`src/rtl/accum_sequencer_pkg.sv`:
```
// Shared definitions for the accumulator sequencer: opcodes, FSM states,
// requester identifiers and the round-robin winner selection.
package accum_sequencer_pkg;

  // Opcode encoding as presented on OP_A / OP_B.
  typedef enum logic [1:0] {
    OP_ADD  = 2'b00,
    OP_SUB  = 2'b01,
    OP_LOAD = 2'b10,
    OP_CLR  = 2'b11
  } op_t;

  // Sequencer states; 2'b11 is never entered and falls back to idle.
  typedef enum logic [1:0] {
    S_IDLE   = 2'b00,
    S_EXEC   = 2'b01,
    S_ACK    = 2'b10,
    S_UNUSED = 2'b11
  } state_t;

  // Requester identifiers used for the winner and last-served registers.
  localparam logic SEL_A = 1'b0;
  localparam logic SEL_B = 1'b1;

  // Round-robin pick: a lone requester always wins; on a tie the one that
  // was not served last wins. Callers only use this when a request is up.
  function automatic logic pick_winner(input logic req_a,
                                       input logic req_b,
                                       input logic last);
    logic win;
    if (req_a && req_b) begin
      win = ~last;
    end else if (req_a) begin
      win = SEL_A;
    end else begin
      win = SEL_B;
    end
    return win;
  endfunction

endpackage

```
`src/rtl/accum_sequencer_alu.sv`:
```
// Combinational accumulator ALU: given the current accumulator X, latched
// operand Y and opcode OP, produce the next accumulator value and flags.
module accum_alu
  import accum_sequencer_pkg::*;
#(
  parameter int WIDTH = 8
) (
  input  logic [WIDTH-1:0] X,
  input  logic [WIDTH-1:0] Y,
  input  logic [1:0]       OP,
  output logic [WIDTH-1:0] RESULT,
  output logic             CARRY,
  output logic             OVERFLOW
);

  logic [WIDTH:0]   sum;
  logic [WIDTH-1:0] diff;

  // One extra bit on the adder captures the carry out.
  assign sum  = {1'b0, X} + {1'b0, Y};
  assign diff = X - Y;

  // Select result and flags by opcode; load/clear leave both flags low.
  always_comb begin
    RESULT   = '0;
    CARRY    = 1'b0;
    OVERFLOW = 1'b0;
    case (OP)
      OP_ADD: begin
        RESULT   = sum[WIDTH-1:0];
        CARRY    = sum[WIDTH];
        OVERFLOW = (X[WIDTH-1] == Y[WIDTH-1]) && (sum[WIDTH-1] != X[WIDTH-1]);
      end
      OP_SUB: begin
        RESULT   = diff;
        CARRY    = (X >= Y);
        OVERFLOW = (X[WIDTH-1] != Y[WIDTH-1]) && (diff[WIDTH-1] != X[WIDTH-1]);
      end
      OP_LOAD: begin
        RESULT = Y;
      end
      default: begin
        RESULT = '0;
      end
    endcase
  end

endmodule

```
`src/rtl/accum_sequencer.sv`:
```
// Shared-accumulator controller: round-robin arbitration of two requesters
// onto one accumulator, each operation sequenced IDLE -> EXEC -> ACK.
//
// Handshake: a requester raises REQ_x with OP_x/DATA_x and holds REQ_x until
// it sees ACK_x. REQ is only looked at in IDLE; the operand is captured on
// the edge that leaves IDLE, so OP/DATA may change afterwards. ACK_x is a
// single-cycle pulse during which ACC/CARRY/OVERFLOW already hold the result.
// REQ_x still high in the IDLE cycle after ACK_x counts as a new request.
module accum_sequencer
  import accum_sequencer_pkg::*;
#(
  parameter int WIDTH = 8
) (
  input  logic             CLK,
  input  logic             RESET,
  input  logic             REQ_A,
  input  logic             REQ_B,
  input  logic [1:0]       OP_A,
  input  logic [1:0]       OP_B,
  input  logic [WIDTH-1:0] DATA_A,
  input  logic [WIDTH-1:0] DATA_B,
  output logic             GNT_A,
  output logic             GNT_B,
  output logic             ACK_A,
  output logic             ACK_B,
  output logic [WIDTH-1:0] ACC,
  output logic             CARRY,
  output logic             OVERFLOW,
  output logic             BUSY,
  output logic [1:0]       STATE
);

  state_t           state_q;
  state_t           state_d;
  logic             last_q;
  logic             winner_q;
  logic             arb_winner;
  logic             any_req;
  logic             take_req;
  logic [1:0]       op_q;
  logic [WIDTH-1:0] data_q;
  logic [WIDTH-1:0] acc_q;
  logic             carry_q;
  logic             ovf_q;
  logic [WIDTH-1:0] alu_result;
  logic             alu_carry;
  logic             alu_ovf;

  assign any_req    = REQ_A | REQ_B;
  assign arb_winner = pick_winner(REQ_A, REQ_B, last_q);
  assign take_req   = (state_q == S_IDLE) && any_req;

  accum_alu #(.WIDTH(WIDTH)) u_alu (
    .X        (acc_q),
    .Y        (data_q),
    .OP       (op_q),
    .RESULT   (alu_result),
    .CARRY    (alu_carry),
    .OVERFLOW (alu_ovf)
  );

  // State register; reset aborts any operation in flight.
  always_ff @(posedge CLK or negedge RESET) begin
    if (!RESET) begin
      state_q <= S_IDLE;
    end else begin
      state_q <= state_d;
    end
  end

  // Next-state: leave IDLE on any request, then EXEC and ACK last one cycle each.
  always_comb begin
    state_d = state_q;
    case (state_q)
      S_IDLE:  if (any_req) state_d = S_EXEC;
      S_EXEC:  state_d = S_ACK;
      S_ACK:   state_d = S_IDLE;
      default: state_d = S_IDLE;
    endcase
  end

  // Capture winner and its operand when a request is accepted; last-served
  // resets to B so that A takes the first tie.
  always_ff @(posedge CLK or negedge RESET) begin
    if (!RESET) begin
      last_q   <= SEL_B;
      winner_q <= SEL_A;
      op_q     <= OP_ADD;
      data_q   <= '0;
    end else if (take_req) begin
      last_q   <= arb_winner;
      winner_q <= arb_winner;
      op_q     <= (arb_winner == SEL_B) ? OP_B : OP_A;
      data_q   <= (arb_winner == SEL_B) ? DATA_B : DATA_A;
    end
  end

  // Accumulator and flags change only on the edge that closes EXEC.
  always_ff @(posedge CLK or negedge RESET) begin
    if (!RESET) begin
      acc_q   <= '0;
      carry_q <= 1'b0;
      ovf_q   <= 1'b0;
    end else if (state_q == S_EXEC) begin
      acc_q   <= alu_result;
      carry_q <= alu_carry;
      ovf_q   <= alu_ovf;
    end
  end

  // Outputs decoded from the registered state and winner.
  always_comb begin
    GNT_A    = (state_q == S_EXEC) && (winner_q == SEL_A);
    GNT_B    = (state_q == S_EXEC) && (winner_q == SEL_B);
    ACK_A    = (state_q == S_ACK)  && (winner_q == SEL_A);
    ACK_B    = (state_q == S_ACK)  && (winner_q == SEL_B);
    BUSY     = (state_q != S_IDLE);
    STATE    = state_q;
    ACC      = acc_q;
    CARRY    = carry_q;
    OVERFLOW = ovf_q;
  end

endmodule

```
`config.mk`:
```
export PLATFORM = sky130hd
export DESIGN_NAME = accum_sequencer
export DESIGN_NICKNAME = d
export VERILOG_FILES = /design/src/rtl/accum_sequencer_pkg.sv /design/src/rtl/accum_sequencer_alu.sv /design/src/rtl/accum_sequencer.sv
export SDC_FILE = /design/constraint.sdc
export NUM_CORES = 1
export LEC_CHECK = 0
export ABC_AREA = 0
export ABC_CLOCK_PERIOD_IN_PS = 2000
export CAP_MARGIN = 10
export CORE_UTILIZATION = 46
export CTS_CLUSTER_SIZE = 40
export DETAILED_ROUTE_END_ITERATION = 7
export PLACE_DENSITY = 0.86
export SETUP_SLACK_MARGIN = 0.4
export SYNTH_ARGS = -nofsm -noshare
export SYNTH_HDL_FRONTEND = slang
export SYNTH_SLANG_ARGS = --single-unit
```
`constraint.sdc`:
```
create_clock -name CLK -period 2 [get_ports CLK]
set_clock_uncertainty 0.1 [all_clocks]
set_input_delay 0.2 -clock CLK [delete_from_list [all_inputs] [get_ports CLK]]
set_output_delay 0.2 -clock CLK [all_outputs]
set_load 0.1 [all_outputs]
```
==> flow_summary.ini <==
[outcome]
run_status = complete, but fails checks
violations = setup timing

[min_path]
holdCritPathClass = in -> async

[flow_run]
max-cap-violations = 0

[logic_synthesis]
synth.largest_area_cell = sky130_fd_sc_hd__dfrtp_1
ys_top_cells_by_count = sky130_fd_sc_hd__nor2_1, sky130_fd_sc_hd__a21oi_1, sky130_fd_sc_hd__dfrtp_1, sky130_fd_sc_hd__inv_1, sky130_fd_sc_hd__ha_1
post-synth-top-count-cell = sky130_fd_sc_hd__nor2_1
synth_top_area_share_pct = 29.9
synth-seq-area-share_pct = 31.3
yosysWarningCount = 0
syn-instance-count = 223
syn-mean-instance-area_um2 = 8.63
synth-seq-cells = 24
synth_area_um2 = 1930
synth.area.top_cells = sky130_fd_sc_hd__dfrtp_1, sky130_fd_sc_hd__ha_1, sky130_fd_sc_hd__nor2_1
async_flop_share_pct = 100
ys_types = 54
ys.flop_type = sky130_fd_sc_hd__dfrtp_1
postSynthNetCount = 266
synth-edff-count = 0

[timing]
hold_viol_final = 0
layout_min_cycle_time_ns = 2.34
timing_max_transition_violations_final = 0
finalSetupViolations = 7
setup_repair_after_global_routing_missed_its_margin = yes
worst_slew_pin_slew_ns = 0.498
final.setup.worst_slack_ns = -0.338
maxSlewHeadroom_pct = 66.5
clock.fmax_ghz = 0.428
layout_worst_path_cycle_share_pct = 117

[die]
placement_rows = 23
design.core.area_um2 = 4000
dieArea_um2 = 4450
dieHeight_um = 66.7
die_width_um = 66.7
initial_cell_density_of_the_core_pct = 48.1
top_level_ports = 41

[worst_setup_path]
critical_path_peak_fanout = 3
critical_path.reg2reg.endpoint = ACC[6]
worstRegToRegCells = 9
worstPathRequired_ns = 2.07
rrSetupSlack_ns = -0.34
critical_path_arrival_ns = 2.40
crit-reg2reg-launch = ACC[2]
startpoint_type = register
path_class = reg -> reg
worst_setup_path_end_kind = register

[detailed_routing]
routed-wl-met3_um = 620
route.detailed.wl_per_inst_um = 19.5
drt-pass1-iter-count = 6
drc = 0
postRouteWirelength_mm = 6.87
post_route_antenna_net_violation_count = 0
met2RoutedLength_mm = 3.43
detailedRoute.firstIterationViolations = 257
wl_met1_mm = 2.57
topRoutingLayerUsed = met4
vias_per_inst = 6.04
vias = 2131

[cts]
clk_latency_ns = 0.28
tritoncts.num_buffers = 3
h-tree-depth = 1
cts.path.max_buffers = 2
clock_tree_from_tritoncts = done
clockRootBuffer = sky130_fd_sc_hd__clkbuf_8
clock_sinks = 24
cts.clk_slew.worst_paths_ns = 0.09

[final_layout]
antenna_cells_inserted = 0
final_net_count = 347
flow.area_growth_from_synthesis_pct = 61.1
drive_gt1_share_pct = 44.6
final_design_area_no_fill_um2 = 3100

[placed_design]
gp_routability_congestion = 0.906
placed_cell_area_um2 = 2820
hpwlAfterDp_mm = 4.23
numPortBuffers = 40

[grt]
vias_in_the_first_global_route = 2105
track_usage_pct = 31.5
grt_max_degree = 25
grt_antenna_before_repair = 0
wire_length_of_the_first_global_routing_pass_mm = 10.3
overall_overflow_remaining_after_global_route = 0
## worst max-delay path, cell delays in order (launching register included)
cell and delay, ns:
sky130_fd_sc_hd__dfrtp_4 0.51, sky130_fd_sc_hd__buf_6 0.13, sky130_fd_sc_hd__buf_6 0.11, sky130_fd_sc_hd__ha_4 0.15, sky130_fd_sc_hd__buf_4 0.14, sky130_fd_sc_hd__nor2_1 0.18
sky130_fd_sc_hd__a221oi_2 0.11, sky130_fd_sc_hd__o41ai_2 0.33, sky130_fd_sc_hd__mux2i_1 0.16, sky130_fd_sc_hd__a221o_1 0.31
## worst max-delay path by stage
stage | start | cells after the start | endpoint
after floorplan | ACC[0] | 10 | ACC[6]
after global placement | ACC[0] | 10 | ACC[6]
after detailed placement | ACC[0] | 7 | ACC[6]
after CTS | ACC[0] | 10 | ACC[6]
after global routing | ACC[0] | 10 | ACC[6]
final | ACC[2] | 9 | ACC[6]
## repair_timing
item	4_1_cts	5_1_grt
setup buffers	6	3
resized for setup	17	21
setup endpoints to repair	11	11
hold buffers	0	0
pin swaps	11	13
## final cells by class
class / instances / area [um2]
multi-input combinational: 169 / 1480
tap: 50 / 62.6
timing repair buffer: 88 / 796
inverter: 18 / 73.8
fill: 221 / 897
clock buffer: 4 / 55.1
sequential: 24 / 638
## cells in the final DEF (no fill, tap or decap), types with 3 or more instances in the layout
cell type / count
sky130_fd_sc_hd__a21oi_1: 18
sky130_fd_sc_hd__a21oi_2: 8
sky130_fd_sc_hd__buf_12: 5
sky130_fd_sc_hd__buf_4: 56
sky130_fd_sc_hd__buf_6: 4
sky130_fd_sc_hd__clkbuf_8: 4
sky130_fd_sc_hd__clkdlybuf4s50_1: 23
sky130_fd_sc_hd__dfrtp_1: 12
sky130_fd_sc_hd__dfrtp_4: 9
sky130_fd_sc_hd__ha_1: 6
sky130_fd_sc_hd__ha_4: 10
sky130_fd_sc_hd__inv_1: 13
sky130_fd_sc_hd__inv_2: 3
sky130_fd_sc_hd__mux2i_1: 12
sky130_fd_sc_hd__nand2_1: 7
sky130_fd_sc_hd__nor2_1: 35
sky130_fd_sc_hd__nor4_1: 3
sky130_fd_sc_hd__o211ai_1: 3
sky130_fd_sc_hd__o21ai_0: 3
sky130_fd_sc_hd__o21ai_1: 6
sky130_fd_sc_hd__xnor2_1: 4
## sequential cells by signal, indices dropped and copies added (netlist names)
register and cells:
OVERFLOW 1, ACC 8, last_q 1, data_q 8
STATE 2, op_q 2, CARRY 1, winner_q 1
## routing by layer
metal	GRT usage [%]	vias to the layer above
met5	0	-
met4	13.3	0
met3	4.79	39
met2	54.8	149
met1	38.1	995
li1	-	948
## logic make-up (layout without fill, tap and decap cells)
group / Yosys count / after routing / synth area share, %
xor gates and xnor gates: 6 / 6 / 2.73
muxes: 13 / 13 / 6.76
buffers and inverters: 30 / 110 / 8.25
DFF: 24 / 24 / 31.3
AOI/OAI and AO/OA: 62 / 62 / 20.8
and+or+nand+nor: 69 / 69 / 17.1
adders and majority gates: 19 / 19 / 13.1
## metrics by stage
| stage | setup TNS [ns] | setup slack (ns) | util (%) | instances | hold WS (ns) |
|---|---|---|---|---|---|
| 2_1_floorplan | -1.10 | -0.408 | - | 223 | -0.196 |
| 3_3_place_gp | -0.773 | -0.250 | 70.6 | 340 | 0.387 |
| 4_1_cts | -0.967 | -0.270 | 74.9 | 350 | 0.189 |
| 5_1_grt | -2.13 | -0.393 | 77.6 | 353 | 0.215 |
| 6_report | -1.62 | -0.338 | 77.6 | 353 | 0.170 |
| 3_5_place_dp | -0.984 | -0.325 | 70.6 | 340 | 0.378 |
Power is left out: the tool's default activity adds up to more than one toggle a clock period on the data nets, which glitch-free logic cannot reach.
